## src/rtl/wb_arbiter_pkg.sv

```systemverilog
// Shared types for the writeback arbiter: source tags and buffered result entries.
// Also holds the register-index width used across the pipe.
package wb_arbiter_pkg;

    localparam int REG_WIDTH = 5;
    localparam int WB_SRC_W  = 3;

    typedef enum logic [WB_SRC_W-1:0] {
        WB_SRC_NONE = 3'd0,
        WB_SRC_ALU  = 3'd1,
        WB_SRC_LSD  = 3'd2,
        WB_SRC_MUL  = 3'd3,
        WB_SRC_DIV  = 3'd4
    } wb_src_t;

    typedef struct packed {
        logic [REG_WIDTH-1:0] rd;
        logic [31:0]          data;
    } wb_arb_entry_t;

endpackage

```

## src/rtl/wb_arbiter_if.sv

```systemverilog
// EXE-to-writeback bus seen by the arbiter.
// master drives results, slave is the arbiter.
interface wb_arbiter_if;
    import wb_arbiter_pkg::*;

    logic                 alu_valid;
    logic                 alu_wr_en;
    logic [REG_WIDTH-1:0] alu_rd;
    logic [31:0]          alu_data;

    logic                 lsd_valid;
    logic                 lsd_wr_en;
    logic [REG_WIDTH-1:0] lsd_rd;
    logic [31:0]          lsd_data;

    logic                 mul_valid;
    logic                 mul_ready;
    logic [REG_WIDTH-1:0] mul_rd;
    logic [31:0]          mul_data;

    logic                 div_valid;
    logic                 div_ready;
    logic [REG_WIDTH-1:0] div_rd;
    logic [31:0]          div_data;

    logic                 wb_wr_en;
    logic [REG_WIDTH-1:0] wb_rd;
    logic [31:0]          wb_wr_data;
    wb_src_t              wb_src;
    logic                 ix_hold;

    modport master (
        output alu_valid, alu_wr_en, alu_rd, alu_data,
        output lsd_valid, lsd_wr_en, lsd_rd, lsd_data,
        output mul_valid, mul_rd, mul_data,
        output div_valid, div_rd, div_data,
        input  mul_ready, div_ready,
        input  wb_wr_en, wb_rd, wb_wr_data, wb_src, ix_hold
    );

    modport slave (
        input  alu_valid, alu_wr_en, alu_rd, alu_data,
        input  lsd_valid, lsd_wr_en, lsd_rd, lsd_data,
        input  mul_valid, mul_rd, mul_data,
        input  div_valid, div_rd, div_data,
        output mul_ready, div_ready,
        output wb_wr_en, wb_rd, wb_wr_data, wb_src, ix_hold
    );

endinterface

```

## src/rtl/wb_result_fifo.sv

```systemverilog
// Small circular buffer for one variable-latency result stream.
// Head is registered storage; no push-to-head bypass.
module wb_result_fifo
    import wb_arbiter_pkg::*;
#(
    parameter int DEPTH = 2
) (
    input  logic          clk,
    input  logic          rst,
    input  logic          push,
    input  wb_arb_entry_t push_entry,
    input  logic          pop,
    output logic          full,
    output logic          empty,
    output wb_arb_entry_t head
);

    localparam int PW = $clog2(DEPTH);
    localparam int OW = PW + 1;

    if (DEPTH < 2 || (DEPTH & (DEPTH - 1)) != 0) begin : g_bad_depth
        $error("wb_result_fifo: DEPTH must be a power of two >= 2");
    end

    wb_arb_entry_t   mem [DEPTH];
    logic [PW-1:0]   wr_ptr;
    logic [PW-1:0]   rd_ptr;
    logic [OW-1:0]   occ;

    assign full  = (occ == OW'(DEPTH));
    assign empty = (occ == '0);
    assign head  = mem[rd_ptr];

    always_ff @(posedge clk) begin
        if (push) begin
            mem[wr_ptr] <= push_entry;
        end
    end

    // Flush is pointer-only; stale storage is never visible while empty.
    always_ff @(posedge clk) begin
        if (rst) begin
            wr_ptr <= '0;
            rd_ptr <= '0;
            occ    <= '0;
        end else begin
            if (push) begin
                wr_ptr <= wr_ptr + PW'(1);
            end
            if (pop) begin
                rd_ptr <= rd_ptr + PW'(1);
            end
            occ <= occ + OW'(push) - OW'(pop);
        end
    end

endmodule

```

## src/rtl/wb_arbiter.sv

```systemverilog
// Register-file write-port arbiter: pipe results first, MUL/DIV round-robin.
// Optional starvation guard enabled by WB_ARB_STARVE_GUARD_EN.
module wb_arbiter
    import wb_arbiter_pkg::*;
#(
    parameter int FIFO_DEPTH   = 2,
    parameter int STARVE_LIMIT = 8
) (
    input  logic         clk,
    input  logic         rst,
    wb_arbiter_if.slave  bus
);

    if (STARVE_LIMIT < 1 || STARVE_LIMIT > 255) begin : g_bad_limit
        $error("wb_arbiter: STARVE_LIMIT out of range");
    end

    wb_arb_entry_t        mul_in;
    wb_arb_entry_t        div_in;
    wb_arb_entry_t        mul_head;
    wb_arb_entry_t        div_head;
    logic                 mul_full;
    logic                 mul_empty;
    logic                 div_full;
    logic                 div_empty;
    logic                 mul_push;
    logic                 div_push;
    logic                 mul_pop;
    logic                 div_pop;
    logic                 granted;
    logic                 pipe_take;
    logic                 last_mul;
    wb_src_t              sel;

    logic                 wr_en_q;
    logic [REG_WIDTH-1:0] rd_q;
    logic [31:0]          data_q;
    wb_src_t              src_q;

    assign mul_in   = '{rd: bus.mul_rd, data: bus.mul_data};
    assign div_in   = '{rd: bus.div_rd, data: bus.div_data};
    assign mul_push = bus.mul_valid && !mul_full;
    assign div_push = bus.div_valid && !div_full;

    assign bus.mul_ready = !mul_full;
    assign bus.div_ready = !div_full;

    wb_result_fifo #(.DEPTH(FIFO_DEPTH)) u_mul_fifo (
        .clk        (clk),
        .rst        (rst),
        .push       (mul_push),
        .push_entry (mul_in),
        .pop        (mul_pop),
        .full       (mul_full),
        .empty      (mul_empty),
        .head       (mul_head)
    );

    wb_result_fifo #(.DEPTH(FIFO_DEPTH)) u_div_fifo (
        .clk        (clk),
        .rst        (rst),
        .push       (div_push),
        .push_entry (div_in),
        .pop        (div_pop),
        .full       (div_full),
        .empty      (div_empty),
        .head       (div_head)
    );

    assign pipe_take = bus.alu_valid || bus.lsd_valid;

    // MUL wins a tie unless it was the last one granted.
    always_comb begin
        sel = WB_SRC_NONE;
        if (bus.alu_valid) begin
            sel = WB_SRC_ALU;
        end else if (bus.lsd_valid) begin
            sel = WB_SRC_LSD;
        end else if (!mul_empty && (div_empty || !last_mul)) begin
            sel = WB_SRC_MUL;
        end else if (!div_empty) begin
            sel = WB_SRC_DIV;
        end
    end

    assign mul_pop = (sel == WB_SRC_MUL);
    assign div_pop = (sel == WB_SRC_DIV);
    assign granted = mul_pop || div_pop;

    always_ff @(posedge clk) begin
        if (rst) begin
            wr_en_q  <= 1'b0;
            rd_q     <= '0;
            data_q   <= '0;
            src_q    <= WB_SRC_NONE;
            last_mul <= 1'b0;
        end else begin
            wr_en_q <= 1'b0;
            src_q   <= sel;
            unique case (sel)
                WB_SRC_ALU: begin
                    wr_en_q <= bus.alu_wr_en;
                    rd_q    <= bus.alu_rd;
                    data_q  <= bus.alu_data;
                end
                WB_SRC_LSD: begin
                    wr_en_q <= bus.lsd_wr_en;
                    rd_q    <= bus.lsd_rd;
                    data_q  <= bus.lsd_data;
                end
                WB_SRC_MUL: begin
                    wr_en_q <= 1'b1;
                    rd_q    <= mul_head.rd;
                    data_q  <= mul_head.data;
                end
                WB_SRC_DIV: begin
                    wr_en_q <= 1'b1;
                    rd_q    <= div_head.rd;
                    data_q  <= div_head.data;
                end
                default: ;
            endcase
            if (granted) begin
                last_mul <= mul_pop;
            end
        end
    end

    assign bus.wb_wr_en   = wr_en_q;
    assign bus.wb_rd      = rd_q;
    assign bus.wb_wr_data = data_q;
    assign bus.wb_src     = src_q;

`ifdef WB_ARB_STARVE_GUARD_EN
    localparam logic [7:0] LIMIT = 8'(STARVE_LIMIT);

    logic [7:0] starve_cnt;
    logic       hold_q;

    always_ff @(posedge clk) begin
        if (rst) begin
            starve_cnt <= '0;
            hold_q     <= 1'b0;
        end else begin
            if (granted || (mul_empty && div_empty)) begin
                starve_cnt <= '0;
            end else if (pipe_take && starve_cnt != LIMIT) begin
                starve_cnt <= starve_cnt + 8'd1;
            end
            hold_q <= (starve_cnt == LIMIT);
        end
    end

    assign bus.ix_hold = hold_q;
`else
    assign bus.ix_hold = 1'b0;
`endif

    a_pipe_excl: assert property (
        @(posedge clk) disable iff (rst)
        !(bus.alu_valid && bus.lsd_valid)
    );

endmodule
```

## src/flat_wrapper.sv

```systemverilog
// flat-port wrapper written by rule: the top's interface ports become plain ports
module wb_arbiter_flat import wb_arbiter_pkg::*;
#(
    parameter int FIFO_DEPTH   = 2,
    parameter int STARVE_LIMIT = 8
)
  (clk, rst, bus_alu_valid, bus_alu_wr_en, bus_alu_rd, bus_alu_data, bus_lsd_valid, bus_lsd_wr_en, bus_lsd_rd, bus_lsd_data, bus_mul_valid, bus_mul_rd, bus_mul_data, bus_div_valid, bus_div_rd, bus_div_data, bus_mul_ready, bus_div_ready, bus_wb_wr_en, bus_wb_rd, bus_wb_wr_data, bus_wb_src, bus_ix_hold);
  wb_arbiter_if bus_i ();
  input  logic clk;
  input  logic rst;
  input wire logic [$bits(bus_i.alu_valid)-1:0] bus_alu_valid;
  input wire logic [$bits(bus_i.alu_wr_en)-1:0] bus_alu_wr_en;
  input wire logic [$bits(bus_i.alu_rd)-1:0] bus_alu_rd;
  input wire logic [$bits(bus_i.alu_data)-1:0] bus_alu_data;
  input wire logic [$bits(bus_i.lsd_valid)-1:0] bus_lsd_valid;
  input wire logic [$bits(bus_i.lsd_wr_en)-1:0] bus_lsd_wr_en;
  input wire logic [$bits(bus_i.lsd_rd)-1:0] bus_lsd_rd;
  input wire logic [$bits(bus_i.lsd_data)-1:0] bus_lsd_data;
  input wire logic [$bits(bus_i.mul_valid)-1:0] bus_mul_valid;
  input wire logic [$bits(bus_i.mul_rd)-1:0] bus_mul_rd;
  input wire logic [$bits(bus_i.mul_data)-1:0] bus_mul_data;
  input wire logic [$bits(bus_i.div_valid)-1:0] bus_div_valid;
  input wire logic [$bits(bus_i.div_rd)-1:0] bus_div_rd;
  input wire logic [$bits(bus_i.div_data)-1:0] bus_div_data;
  output wire logic [$bits(bus_i.mul_ready)-1:0] bus_mul_ready;
  output wire logic [$bits(bus_i.div_ready)-1:0] bus_div_ready;
  output wire logic [$bits(bus_i.wb_wr_en)-1:0] bus_wb_wr_en;
  output wire logic [$bits(bus_i.wb_rd)-1:0] bus_wb_rd;
  output wire logic [$bits(bus_i.wb_wr_data)-1:0] bus_wb_wr_data;
  output wire logic [$bits(bus_i.wb_src)-1:0] bus_wb_src;
  output wire logic [$bits(bus_i.ix_hold)-1:0] bus_ix_hold;
  assign bus_i.alu_valid = bus_alu_valid;
  assign bus_i.alu_wr_en = bus_alu_wr_en;
  assign bus_i.alu_rd = bus_alu_rd;
  assign bus_i.alu_data = bus_alu_data;
  assign bus_i.lsd_valid = bus_lsd_valid;
  assign bus_i.lsd_wr_en = bus_lsd_wr_en;
  assign bus_i.lsd_rd = bus_lsd_rd;
  assign bus_i.lsd_data = bus_lsd_data;
  assign bus_i.mul_valid = bus_mul_valid;
  assign bus_i.mul_rd = bus_mul_rd;
  assign bus_i.mul_data = bus_mul_data;
  assign bus_i.div_valid = bus_div_valid;
  assign bus_i.div_rd = bus_div_rd;
  assign bus_i.div_data = bus_div_data;
  assign bus_mul_ready = bus_i.mul_ready;
  assign bus_div_ready = bus_i.div_ready;
  assign bus_wb_wr_en = bus_i.wb_wr_en;
  assign bus_wb_rd = bus_i.wb_rd;
  assign bus_wb_wr_data = bus_i.wb_wr_data;
  assign bus_wb_src = bus_i.wb_src;
  assign bus_ix_hold = bus_i.ix_hold;
  wb_arbiter #(.FIFO_DEPTH(FIFO_DEPTH), .STARVE_LIMIT(STARVE_LIMIT)) u_core (.clk(clk), .rst(rst), .bus(bus_i));
endmodule
```

## config.mk

```make
export PLATFORM = sky130hd
export DESIGN_NAME = wb_arbiter_flat
export DESIGN_NICKNAME = d
export VERILOG_FILES = /design/src/rtl/wb_arbiter_pkg.sv /design/src/rtl/wb_arbiter_if.sv /design/src/rtl/wb_result_fifo.sv /design/src/rtl/wb_arbiter.sv /design/src/flat_wrapper.sv
export SDC_FILE = /design/constraint.sdc
export NUM_CORES = 1
export LEC_CHECK = 0
export CAP_MARGIN = 10
export CORE_MARGIN = 2
export CORE_UTILIZATION = 36
export CTS_CLUSTER_DIAMETER = 200
export DETAILED_ROUTE_END_ITERATION = 6
export GPL_ROUTABILITY_DRIVEN = 0
export SYNTH_ARGS = -nofsm -noshare
export SYNTH_HDL_FRONTEND = slang
export SYNTH_SLANG_ARGS = --single-unit
export TNS_END_PERCENT = 10
```

## constraint.sdc

```tcl
create_clock -name clk -period 2.5 [get_ports clk]
set_clock_uncertainty 0.1 [all_clocks]
set_input_delay 0.25 -clock clk [delete_from_list [all_inputs] [get_ports clk]]
set_output_delay 0.25 -clock clk [all_outputs]
set_load 0.005 [all_outputs]
```

==> results of run 1 <==
## layout by cell type (no fill, tap or decap), types with 3 or more instances in the layout
master	count
a21oi_1	79
a31oi_1	37
xor2_1	5
o21ai_0	37
edfxtp_1	148
ha_1	4
inv_1	41
nor2_4	4
inv_6	4
nand3_2	3
buf_12	4
nor2_1	9
nand2_1	5
dfxtp_1	50
buf_4	17
clkdlybuf4s50_1	196
nand3_1	71
clkbuf_16	17
inv_8	3
mux2_2	74
clkinv_8	4
## cell type report
type | instances | area share, %
clock buffers | 18 | 3.83
clock inverters | 14 | 1.61
inverters | 42 | 1.41
multi-input cells | 350 | 21.4
flip-flops and latches | 200 | 49.0
well taps | 285 | 3.19
repair buffers | 219 | 19.5
## routing by layer
| layer | track usage [%] | routed length [µm] | part of all wire, % | up-vias |
|---|---|---|---|---|
| met5 | 0 | 11 | 0.048 | - |
| met4 | 5.16 | 229 | 1.0 | 2 |
| met3 | 5.01 | 1740 | 7.6 | 24 |
| met2 | 31.4 | 11000 | 48 | 233 |
| met1 | 24.8 | 9940 | 43 | 2864 |
| li1 | - | - | - | 2747 |
## state kept, by name, summed over array words and instances (netlist names), named ones only
name                      flops
u_core.bus.wb_wr_data        32
u_core.u_div_fifo.mem        74
u_core.u_div_fifo.wr_ptr      1
u_core.bus.wb_src             3
u_core.bus.wb_wr_en           1
u_core.u_mul_fifo.rd_ptr      1
u_core.bus.wb_rd              5
u_core.last_mul               1
u_core.u_mul_fifo.occ         2
u_core.u_div_fifo.rd_ptr      1
u_core.u_div_fifo.occ         2
u_core.u_mul_fifo.mem        74
u_core.u_mul_fifo.wr_ptr      1
## logic make-up (layout without fill, tap and decap cells)
| family | after synthesis | in the layout | synth area share [%] |
|---|---|---|---|
| xor gates and xnor gates | 7 | 7 | 0.735 |
| adders and majority gates | 4 | 4 | 0.600 |
| and+or+nand+nor | 104 | 104 | 6.54 |
| muxes | 74 | 74 | 9.98 |
| buffers and inverters | 88 | 293 | 6.00 |
| DFF | 200 | 200 | 65.7 |
| other | 1 | 1 | 0.0449 |
| AOI/OAI and AO/OA | 160 | 160 | 10.4 |
## where the power goes
group          switching [W]  internal, W
registers           0.000282      0.00429
clock network        0.00134      0.00144
logic                0.00161      0.00130
total                0.00323      0.00702
## through the flow
step	utilization, %	std cells
detailed placement	46.6	1096
CTS	49.3	1128
finish	49.3	1128
floorplan	-	638
global route	49.3	1128
global placement	46.6	1096
## how the worst max path moves through the flow
stage / startpoint / endpoint / slack (ns) / depth (start not counted)
2_1_floorplan: u_core.u_div_fifo.occ[0] / u_core.u_div_fifo.mem[0][0] / -0.24 / 3
3_3_place_gp: bus_lsd_valid / u_core.u_mul_fifo.occ[1] / 0.33 / 10
3_5_place_dp: bus_lsd_valid / u_core.u_mul_fifo.occ[1] / 0.28 / 10
4_1_cts: u_core.u_mul_fifo.occ[1] / u_core.bus.wb_wr_data[12] / 0.42 / 3
5_1_grt: u_core.u_mul_fifo.occ[1] / u_core.bus.wb_wr_data[12] / 0.33 / 3
6_report: u_core.u_mul_fifo.occ[1] / u_core.bus.wb_wr_data[27] / 0.47 / 3
## worst min-delay path, stage by stage
cell and delay, ns:
buf_2 0.12, nor2_4 0.05, nand3b_1 0.13, a21oi_1 0.08
==> results_dict.tcl, run 1 <==
set metrics [dict create \
    cp-end-kind "flop" \
    synth_nets 798 \
    yosys-top-cells-area "edfxtp_1 (53%), dfxtp_1 (12%), mux2_2 (10%)" \
    tightest_slew_ns 1.21 \
    synthFlopType "edfxtp_1" \
    fin_nets 990 \
    fin_area_um2 11200 \
    crit_family "compound AO/OA/AOI/OAI gates" \
    drc 0 \
    drive_above_1_share_pct 17.2 \
    clk-insertion-delay-late_ns 0.44 \
    rsz0062_at_grt "no" \
    p_leak_nw 3.91 \
    register_area_um2 5490 \
    ff2ff_path_depth 3 \
    wl_per_cell_um 20.3 \
    cts.htree.levels 4 \
    yosysWarnings 0 \
    hold_viol 0 \
    outcome "completed" \
    crit_buf_inv 0 \
    root_buffer "clkbuf_16" \
    grt_pass1_vias 6029 \
    core.rowCount 55 \
    place_ws_ns 0.277 \
    max_freq_mhz 492 \
    period_minus_slack_ns 2.03 \
    postCtsSetupBuffers 0 \
    rrSetupSlack_ns 0.47 \
    rr_endpoint "u_core.bus.wb_wr_data[27]" \
    cts_buffer_depth 2 \
    cp-start-kind "flop" \
    coreArea_um2 22700 \
    synth.top_cell.area_share_pct 53.2 \
    io_pins 200 \
    cp.arrival_ns 2.29 \
    num_antenna_cells 0 \
    max_stage_delay_ns 0.96 \
    cts_tree "built" \
    synth_top_area_cell "edfxtp_1" \
    dr_total_vias 5870 \
    ys_async_sr_fraction_pct 0 \
    hold_buffers 0 \
    grt_max_degree 53 \
    whs_ns 0.148 \
    drv_slew 0 \
    detail-route-antenna-nets 0 \
    finalCritPeriodShare_pct 81.3 \
    path_clk_slew_ns 0.07 \
    start_util_pct 36.8 \
    path_max_fanout 38 \
    setup_violations 0 \
    synthesis.area_um2 8350 \
    dpl-instance-area_um2 10600 \
    antenna_found_initial 1 \
    multi_input_area_um2 2400 \
    whs_path_depth 4 \
    die_area_um2 24400 \
    crit_chain "o21ai_4 > nand3_1 > a31oi_1" \
    grt_pass1_wl_mm 34.3 \
    postSynthCellCount 638 \
    synth_cell_types 38 \
    ys_ff_latch 200 \
    r2r_start "u_core.u_mul_fifo.occ[1]" \
    worstHoldEndpoint "u_core.last_mul" \
    vias_per_cell 5.20 \
    grt_use_total_pct 19.0 \
    io_buffers 198 \
    avgSynthCellArea_um2 13.1 \
    powerDensity_nw_per_um2 916 \
    required_ns 2.76 \
    hold_start "bus_alu_valid" \
    maxCapViolations 0 \
    crit_path_top_delay_cell "o21ai_4" \
    first_iter_violations 394 \
    synth_edf_count 148 \
    fin_tns_setup_ns 0 \
    critPathKind "reg -> reg" \
    synth.most_common_cell "edfxtp_1" \
    n_fill_cell 2053 \
    numCtsBuffers 17 \
    p_total_w 0.0103 \
    wl_mm 22.9 \
    die_w_um 156 \
    setup_slack_ns 0.466 \
    area_delta_synth_final_pct 34.1 \
    vdd_ir_drop_max_mv 0.565 \
    drt_pre_antenna_iters 4 \
    dieHeight_um 156 \
    grt-ovfl-total 0 \
    hold_path_class "in -> reg" \
    cts_resized 0 \
    synth_common_cells "edfxtp_1 (148), a21oi_1 (79), mux2_2 (74)" \
    hpwl_mm 15.4 \
    cts.sinks 200 \
    max_slew_margin_pct 19.1 \
    seq_area_frac_synth_pct 65.7 \
]
(Power assumes the default switching activity.)
==> run 2: changes to the inputs <==
==> constraint.sdc (replaced) <==
create_clock -name clk -period 1.8 [get_ports clk]
set_clock_uncertainty 0.1 [all_clocks]
set_input_delay 0.18 -clock clk [delete_from_list [all_inputs] [get_ports clk]]
set_output_delay 0.18 -clock clk [all_outputs]
set_load 0.005 [all_outputs]
==> run 2 against run 1 <==
Against the previous run: the run now ends with setup timing left; worst setup slack worse by 0.50 ns; routed wire length down 2.5%; first-iteration DRC count down 9.6%; utilization up 1.7 points; largest cell class unchanged.
==> results_dict.tcl, run 2 (same netlist as run 1, synthesis figures left out) <==
set metrics [dict create \
    outcome "finished with violations" \
    violations "setup timing" \
    first_iter_violations 356 \
    root_buffer "clkbuf_16" \
    wl_mm 22.3 \
    dr_total_vias 5890 \
    hpwl_mm 15.2 \
    wl_per_cell_um 19.4 \
    grt-ovfl-total 0 \
    grt_use_total_pct 18.1 \
    powerDensity_nw_per_um2 1300 \
    grt_pass1_wl_mm 33.1 \
    place_ws_ns -0.234 \
    die_w_um 156 \
    switchingPower_w 0.00461 \
    area_delta_synth_final_pct 38.8 \
    die_area_um2 24400 \
    start_util_pct 36.8 \
    io_pins 200 \
    fin_area_um2 11600 \
    cellInternalPower_w 0.0104 \
    maxCapViolations 0 \
    path_max_fanout 3 \
    max_slew_margin_pct 54.8 \
    hold_buffers 0 \
    cp-end-kind "flop" \
    detail-route-antenna-nets 0 \
    numCtsBuffers 17 \
    cp-start-kind "flop" \
    clk-insertion-delay-late_ns 0.43 \
    antenna_found_initial 0 \
    cts_tree "built" \
    cts.sinks 200 \
    p_leak_nw 4.08 \
    fin_nets 1012 \
    drt_pre_antenna_iters 4 \
    critPathKind "reg -> reg" \
    core.rowCount 55 \
    vdd_ir_drop_max_mv 0.754 \
    io_buffers 198 \
    drive_above_1_share_pct 20.5 \
    comb_power_share_pct 32.4 \
    seqPwrFrac_pct 41.4 \
    cp.arrival_ns 2.05 \
    clkPwrFrac_pct 26.2 \
    tightest_slew_ns 0.675 \
    p_total_w 0.0150 \
    cts.htree.levels 4 \
    hold_viol 0 \
    num_antenna_cells 0 \
    hold_path_class "in -> reg" \
    setup_violations 2 \
    max_freq_mhz 545 \
    grt_pass1_vias 5947 \
    fin_util_pct 51.0 \
    required_ns 2.02 \
    period_minus_slack_ns 1.84 \
    drc 0 \
    final_cell_mix "clkdlybuf4s50_1 (194), edfxtp_1 (148), a21oi_1 (79)" \
    cts_buffer_depth 2 \
    coreArea_um2 22700 \
    drv_slew 0 \
    vias_per_cell 5.12 \
    dieHeight_um 156 \
    finalCritPeriodShare_pct 102 \
    dpl-instance-area_um2 10900 \
    whs_path_depth 3 \
    grt_max_degree 53 \
    layout_commonest_cell "clkdlybuf4s50_1" \
    rsz0062_at_grt "yes" \
    setup_slack_ns -0.0352 \
    p_sw_share_pct 30.7 \
    n_fill_cell 1956 \
    ff2ff_path_depth 9 \
    path_clk_slew_ns 0.08 \
]
==> run 2: area by class of cell <==
type,count,area [µm²],share of cell area [%]
flip-flops and latches,200,5490,47.4
repair buffers,241,2530,21.8
multi-input cells,350,2450,21.1
clock buffers,17,425,3.67
well taps,285,357,3.08
clock inverters,15,181,1.57
inverters,42,158,1.36
==> run 2: final timing paths <==
| kind | start | endpoint | slack [ns] |
|---|---|---|---|
| setup / recovery | u_core.u_div_fifo.occ[0] | u_core.u_div_fifo.occ[1] | -0.04 |
| hold / removal | rst | u_core.u_div_fifo.occ[1] | 0.12 |
| setup reg to reg | u_core.u_div_fifo.occ[0] | u_core.u_div_fifo.occ[1] | -0.04 |
| hold reg to reg | u_core.u_div_fifo.rd_ptr | flop | 0.41 |
==> run 2: metal layers <==
metal	track usage, %	vias to the layer above	wire length (µm)
met5	0	-	0
met2	29.8	184	10600
met3	3.38	24	1120
met1	24.5	2883	10300
li1	-	2799	-
met4	5.07	0	294
==> run 2: repair_timing <==
| item | in CTS | in global routing |
|---|---|---|
| hold endpoints to repair | 0 | 0 |
| buffers inserted | 0 | 1 |
| gates cloned | 0 | 0 |
| pin swaps | 1 | 6 |
| endpoints found under the setup margin | 9 | 41 |
| gates resized for setup | 4 | 18 |
==> run 2: worst max-delay path: stages (launching register included) <==
cell     delay (ns)
dfxtp_2        0.32
or2_4          0.27
a21oi_4        0.14
nor2_2         0.05
ha_1           0.28
inv_2          0.04
ha_4           0.15
xor2_2         0.17
xnor2_1        0.15
nor2_1         0.05
==> run 2: metrics by stage <==
stage	instances	hold WS [ns]	setup TNS (ns)
2_1_floorplan	638	0.179	-26.85
3_3_place_gp	1117	0.386	-4.34
3_5_place_dp	1117	0.388	-6.43
4_1_cts	1149	0.0965	-0.262
5_1_grt	1150	0.116	-0.260
6_report	1150	0.118	-0.0413
==> run 2: power groups by stage <==
stage	logic, W	registers [W]	clock network, W
after floorplan	0.00257	0.00632	0
after global routing	0.00525	0.00631	0.00417
after global placement	0.00469	0.00630	0
final	0.00487	0.00623	0.00394
after detailed placement	0.00471	0.00632	0
after CTS	0.00474	0.00622	0.00400
